$ cat config.mk
export PLATFORM = sky130hd
export DESIGN_NAME = spi_shift_engine
export DESIGN_NICKNAME = d
export VERILOG_FILES = /design/src/rtl/spi_pkg.sv /design/src/rtl/spi_edge_detect.sv /design/src/rtl/spi_shift_engine.sv
export SDC_FILE = /design/constraint.sdc
export NUM_CORES = 1
export LEC_CHECK = 0
export ABC_AREA = 1
export BUFFER_PORTS_ARGS = -buffer_cell sky130_fd_sc_hd__buf_4
export CORE_MARGIN = 2
export CORE_UTILIZATION = 40
export CTS_BUF_LIST = sky130_fd_sc_hd__clkbuf_16
export DETAILED_ROUTE_END_ITERATION = 10
export PLACE_DENSITY = 0.7
export SETUP_SLACK_MARGIN = 0.2
export SLEW_MARGIN = 20
export SYNTH_ARGS = -nofsm -noshare
export SYNTH_HDL_FRONTEND = slang
export SYNTH_SLANG_ARGS = --single-unit
$ cat constraint.sdc
create_clock -name clk_i -period 2.1 [get_ports clk_i]
set_input_delay 0.315 -clock clk_i [delete_from_list [all_inputs] [get_ports clk_i]]
set_output_delay 0.315 -clock clk_i [all_outputs]
set_load 0.03 [all_outputs]
$ cat src/rtl/spi_pkg.sv
// Shared types for the SPI shift engine: FSM states,
// SPI mode encodings and the edge-counter width helper.
package spi_pkg;

  typedef enum logic [2:0] {
    IDLE,
    SETUP,
    SHIFT,
    HOLD,
    DONE
  } state_t;

  // {cpol, cpha}
  localparam logic [1:0] MODE0 = 2'b00;
  localparam logic [1:0] MODE1 = 2'b01;
  localparam logic [1:0] MODE2 = 2'b10;
  localparam logic [1:0] MODE3 = 2'b11;

  function automatic int edge_cnt_w(input int dw);
    return $clog2(2 * dw) + 1;
  endfunction

endpackage

$ cat src/rtl/spi_edge_detect.sv
// Registers the generator SCLK in the clk_i domain and
// produces single-cycle rise/fall strobes.
module spi_edge_detect (
  input  logic clk,
  input  logic rst,
  input  logic sclk,
  output logic rise,
  output logic fall
);

  logic sclk_q;

  // previous-cycle copy of the generator clock
  always_ff @(posedge clk or posedge rst) begin
    if (rst) sclk_q <= 1'b0;
    else     sclk_q <= sclk;
  end

  assign rise = sclk & ~sclk_q;
  assign fall = ~sclk & sclk_q;

endmodule

$ cat src/rtl/spi_shift_engine.sv
// SPI master word transfer engine (CS framing, shift, sample).
// Optional: define SPI_ENGINE_LOOPBACK_EN to add loopback_i.
module spi_shift_engine
  import spi_pkg::*;
#(
  parameter int DW       = 8,
  parameter int CS_SETUP = 2,
  parameter int CS_HOLD  = 2
) (
  input  logic          clk_i,
  input  logic          reset_i,
  input  logic          start_i,
  input  logic [DW-1:0] tx_data_i,
  input  logic          cpol_i,
  input  logic          cpha_i,
  output logic          ready_o,
  output logic          done_o,
  output logic [DW-1:0] rx_data_o,
  output logic          clk_en_o,
  input  logic          sclk_i,
  output logic          sclk_o,
  output logic          mosi_o,
  input  logic          miso_i,
`ifdef SPI_ENGINE_LOOPBACK_EN
  input  logic          loopback_i,
`endif
  output logic          cs_n_o
);

  localparam int ECW = edge_cnt_w(DW);
  localparam int CMX = (CS_SETUP > CS_HOLD) ? CS_SETUP : CS_HOLD;
  localparam int CW  = $clog2(CMX + 1);

  localparam logic [ECW-1:0] LAST_EDGE = ECW'(2 * DW - 1);
  localparam logic [CW-1:0]  SETUP_END = CW'(CS_SETUP - 1);
  localparam logic [CW-1:0]  HOLD_END  = CW'(CS_HOLD - 1);

  state_t         state, state_nx;
  logic [CW-1:0]  cnt, cnt_nx;
  logic [ECW-1:0] ecnt, ecnt_nx;
  logic [DW-1:0]  tx_q, tx_nx;
  logic [DW-1:0]  rx_q, rx_nx;
  logic [DW-1:0]  rx_data_nx;
  logic           mosi_nx;
  logic           cpol_q, cpol_nx;
  logic           cpha_q, cpha_nx;

  logic rise, fall, sclk_edge;
  logic samp, drv, last, din;

  spi_edge_detect u_edge (
    .clk  (clk_i),
    .rst  (reset_i),
    .sclk (sclk_i),
    .rise (rise),
    .fall (fall)
  );

  assign sclk_edge = rise | fall;
  assign samp      = cpha_q ? fall : rise;
  assign drv       = cpha_q ? rise : fall;
  assign last      = (state == SHIFT) && sclk_edge
                     && (ecnt == LAST_EDGE);

`ifdef SPI_ENGINE_LOOPBACK_EN
  assign din = loopback_i ? mosi_o : miso_i;
`else
  assign din = miso_i;
`endif

  assign ready_o  = (state == IDLE);
  assign done_o   = (state == DONE);
  assign cs_n_o   = (state == IDLE) || (state == DONE);
  assign clk_en_o = (state == SHIFT) && !last;
  assign sclk_o   = sclk_i ^ cpol_q;

  // state and datapath registers
  always_ff @(posedge clk_i or posedge reset_i) begin
    if (reset_i) begin
      state     <= IDLE;
      cnt       <= '0;
      ecnt      <= '0;
      tx_q      <= '0;
      rx_q      <= '0;
      rx_data_o <= '0;
      mosi_o    <= 1'b0;
      cpol_q    <= 1'b0;
      cpha_q    <= 1'b0;
    end else begin
      state     <= state_nx;
      cnt       <= cnt_nx;
      ecnt      <= ecnt_nx;
      tx_q      <= tx_nx;
      rx_q      <= rx_nx;
      rx_data_o <= rx_data_nx;
      mosi_o    <= mosi_nx;
      cpol_q    <= cpol_nx;
      cpha_q    <= cpha_nx;
    end
  end

  // next-state, counters and shift logic
  always_comb begin
    state_nx   = state;
    cnt_nx     = cnt;
    ecnt_nx    = ecnt;
    tx_nx      = tx_q;
    rx_nx      = rx_q;
    rx_data_nx = rx_data_o;
    mosi_nx    = mosi_o;
    cpol_nx    = cpol_q;
    cpha_nx    = cpha_q;
    unique case (state)
      IDLE: begin
        if (start_i) begin
          state_nx = SETUP;
          cnt_nx   = '0;
          ecnt_nx  = '0;
          rx_nx    = '0;
          cpol_nx  = cpol_i;
          cpha_nx  = cpha_i;
          if (!cpha_i) begin
            mosi_nx = tx_data_i[DW-1];
            tx_nx   = {tx_data_i[DW-2:0], 1'b0};
          end else begin
            tx_nx   = tx_data_i;
          end
        end
      end
      SETUP: begin
        if (cnt == SETUP_END) begin
          state_nx = SHIFT;
          cnt_nx   = '0;
        end else begin
          cnt_nx = cnt + 1'b1;
        end
      end
      SHIFT: begin
        if (samp)
          rx_nx = {rx_q[DW-2:0], din};
        if (drv && !last) begin
          mosi_nx = tx_q[DW-1];
          tx_nx   = {tx_q[DW-2:0], 1'b0};
        end
        if (sclk_edge)
          ecnt_nx = ecnt + 1'b1;
        if (last) begin
          state_nx = HOLD;
          cnt_nx   = '0;
        end
      end
      HOLD: begin
        if (cnt == HOLD_END) begin
          state_nx   = DONE;
          cnt_nx     = '0;
          rx_data_nx = rx_q;
        end else begin
          cnt_nx = cnt + 1'b1;
        end
      end
      DONE: begin
        state_nx = IDLE;
      end
      default: begin
        state_nx = IDLE;
      end
    endcase
  end

endmodule

==> results.txt <==
----------------------------------------------------
[Outcome]
  Result of the run ... complete, no violations

[Clocking]
  Number of hold buffers added after cts ... 0
  CTS Buffer Depth ... 2
  Num Clock Sinks ... 38
  Clock Pin Slew Worst Setup and Hold Paths ... ~60 ps
  Worst-Skew Late Latency ... 280 ps
  Inserted Clock Buffers ... 5
  H-tree levels ... 2
  Root buffer cell ... clkbuf_16
  Clock tree from TritonCTS ... yes

[Detailed routing]
  Routed via count ... 1503
  # DRC ... 0
  Top routing layer in use ... met4
  Met3 wirelength from detailed routing ... around 88 um
  First-pass DRT Iterations ... 4
  Antenna violation net count after detailed routing ... 0
  Wire length on met2 ... between 1.5 and 2 mm
  Initial DRC Count ... 63
  Routed length on met1 ... 1.72 mm
  Routed via count divided by cell count ... roughly 4.7
  Average detailed-routed wire length per instance ... between 10 and 15 um
  Total wire length after detailed routing ... 3.60 mm

[GRT]
  Total congestion overflow ... 0
  Number of global-route vias before repair ... approximately 1400
  Total routing resource utilization after global routing ... 15.1%
  Initial antenna violation count ... 0
  Pin count of the biggest net entering global routing ... 39
  First-pass GRT wire length ... roughly 6.3 mm

[STA]
  Highest clock rate ... roughly 0.55 GHz
  Final critical delay including setup and external delays ... between 1500 and 2000 ps
  Number of max-slew violations in the final report ... 0
  Final count of negative-setup-slack endpoints ... 0
  Post-route setup TNS ... 0 ps
  Fraction of the cycle the final worst path needs ... between 80% and 90%
  Actual slew at the worst max-slew pin ... about 480 ps
  Unrepaired setup endpoints after global routing ... no
  Largest clock skew in the final design ... 5.66 ps
  Number of hold violations in the final report ... 0
  Max-Slew Margin vs Limit ... 68.3%

[Synthesis]
  Simple-gate area share of the yosys netlist ... roughly 22%
  Multiplexer share of the synthesized area ... 0%
  Share of synthesized cell area in full adder, half adder and majority cells ... 2.60%
  Compound-cell area share of the yosys netlist ... 14.8%
  Mean cell area of the mapped netlist ... approximately 8.3 um2
  Parity-gate share of the synthesized area counting xor and xnor cells ... less than 1%
  Synthesis Warnings ... 0
  Dominant combinational cell family by area after synthesis ... simple AND/OR/NAND/NOR gates
  Post-synthesis register bit count ... 38
  Seq/Total Area, Yosys ... approximately half
  Synth Cell Area ... around 0.0019 mm2
  Count of different cell masters after synthesis ... 23
  Number of nets in the synthesized netlist ... 250
  Cell count after synthesis ... 231

[Worst setup path]
  Reg-to-Reg End ... mosi_o$_DFFE_PP0P_
  Reg-to-reg setup timing slack ... roughly 500 ps
  Worst Path Required ... about 1800 ps
  Startpoint type of the worst setup path ... flop
  Cell with the largest stage delay on the worst path ... dfrtp_1
  Crit path capture type ... primary output
  Largest delay share family, worst path ... flip-flops
  Depth of the most critical reg-to-reg path ... 12
  Chain of cells forming the critical path ... ha_2, inv_2, nor2_2, ha_2, inv_2, nor2_4, nor2_4, buf_6
  Beginning of the worst register-to-register path ... ecnt[1]$_DFFE_PP0P_
  Critical path start-end classification ... flop to primary output
  Maximum single-stage delay on the critical path ... ~400 ps
  Data arrival at the endpoint of the critical path ... 1500 ps
  Crit-path max FO ... 3
  Number of buffer and inverter stages on the critical path ... 3

[Pwr]
  IR drop worst, VDD ... 0.000575 V
  Power density relative to cell area ... approximately 1400 mW/mm2
  Total chip power ... between 3 and 4 mW
  Leakage power figure ... roughly 1.2 nW

[Layout]
  NumNets Final ... approximately 280
  Share of post-route cells with drive strength above 1 ... roughly 26%
  Top library cells by usage in the layout, fill and taps aside ... nand2_1 (58), dfrtp_1 (38), inv_1 (36)
  Most common library cell in the layout ignoring fill and taps ... nand2_1
  Layout Area Growth over Synthesis ... 24.6%
  Number of antenna repair diodes ... 0

[Placed design]
  IO buf count ... 28
  HPWL Detailed ... between 2 and 2.5 mm
  Final weighted congestion of routability-driven global placement ... around 0.76

[Floorplan]
  Initial core utilization ... between 40% and 50%
  Number of placed I/O pins ... 29
  Area of the die ... about 0.0054 mm2
  Area of the core ... ~0.0047 mm2
  Floorplan row count ... 25
  Die W ... around 73 um
  Overall die height ... roughly 73 um

[Hold path]
  Type of the worst min-delay path ... input port to asynchronous set/reset pin

[Flow run]
  Max-cap check violation count ... 0

----------------------------------------------------
## worst min-delay path: cells and delay by family
family / cells / cell delay (ps)
buf+inv: 3 / 550
## worst max path at each step
stage	from	end	slack, ps	cells after the start
final	ecnt[1]$_DFFE_PP0P_	clk_en_o	280	8
after global routing	ecnt[1]$_DFFE_PP0P_	clk_en_o	210	8
after detailed placement	ecnt[0]$_DFFE_PP0P_	mosi_o$_DFFE_PP0P_	450	12
after floorplan	ecnt[0]$_DFFE_PP0P_	mosi_o$_DFFE_PP0P_	410	12
after CTS	ecnt[1]$_DFFE_PP0P_	clk_en_o	220	8
after global placement	ecnt[0]$_DFFE_PP0P_	mosi_o$_DFFE_PP0P_	500	12
## per-stage QoR
stage	cell area, um2	hold WS (ps)	worst slack (ps)	util, %	instances
6_report	2400	147	285	51.1	319
5_1_grt	2400	181	207	51.1	319
4_1_cts	2370	166	216	50.5	318
3_5_place_dp	2170	459	448	46.2	309
3_3_place_gp	2170	458	500	46.2	309
2_1_floorplan	1920	346	414	-	231
## cell usage after synthesis
cell type   n  share of area (%)
dfrtp_1    38                 49
buf_2       2               0.52
o21ai_0    22                5.7
nor2_2      3               0.98
o22ai_1     7                2.3
o21ai_2     8                3.6
o21ai_1    11                2.9
a21oi_1     1               0.26
nor2_4      1               0.59
nor3_2      1               0.52
nand2_2     5                1.6
nand3_1     8                2.1
buf_4       1               0.39
inv_2       2               0.39
nor3_4      1               0.85
inv_1      38                7.4
xor2_1      2               0.91
buf_6       2                1.2
nand2_1    58                 11
nor3_1      2               0.52
nor2_1     11                2.1
ha_1        4                2.6
nand2_4     3                1.8
## report_power, final
| part | switching [mW] | leakage [nW] | internal (mW) |
|---|---|---|---|
| combinational | 0.901 | 0.624 | 0.473 |
| clock | 0.280 | 0.0915 | 0.676 |
| sequential | 0.144 | 0.505 | 0.956 |
| total | 1.32 | 1.22 | 2.10 |
## state kept, by name, indices dropped and copies added, names as in the netlist
register	count
rx_data_o	8
u_edge.sclk_q	1
cnt	2
cpha_q	1
ecnt	5
state	3
mosi_o	1
tx_q	8
cpol_q	1
rx_q	8
## what timing repair did
| action | in CTS | in global routing |
|---|---|---|
| setup endpoints to repair | 1 | 1 |
| setup buffers | 1 | 1 |
| gates resized for setup | 2 | 7 |
| hold endpoints to repair | 0 | 0 |
| pin swaps | 0 | 3 |
## routing by layer
metal | global-route usage (%) | up-vias
met2 | 24.5 | 16
met5 | 0 | -
met3 | 3.70 | 6
met4 | 7.27 | 0
li1 | - | 798
met1 | 18.7 | 683
## area by class of cell
type | instances | area (um2)
fillers | 441 | 2300
flip-flops and latches | 38 | 951
multi-input cells | 148 | 802
repair buffers | 31 | 236
inverters | 40 | 150
clock buffers | 5 | 125
well taps | 54 | 67.6
clock inverters | 3 | 63.8
## kinds of logic after synthesis
group                      Yosys count
and+or+nand+nor                     93
AOI/OAI and AO/OA                   49
buffers and inverters               45
DFF                                 38
adders and majority gates            4
xor gates and xnor gates             2
No activity file was read; power rests on OpenSTA's default activity.
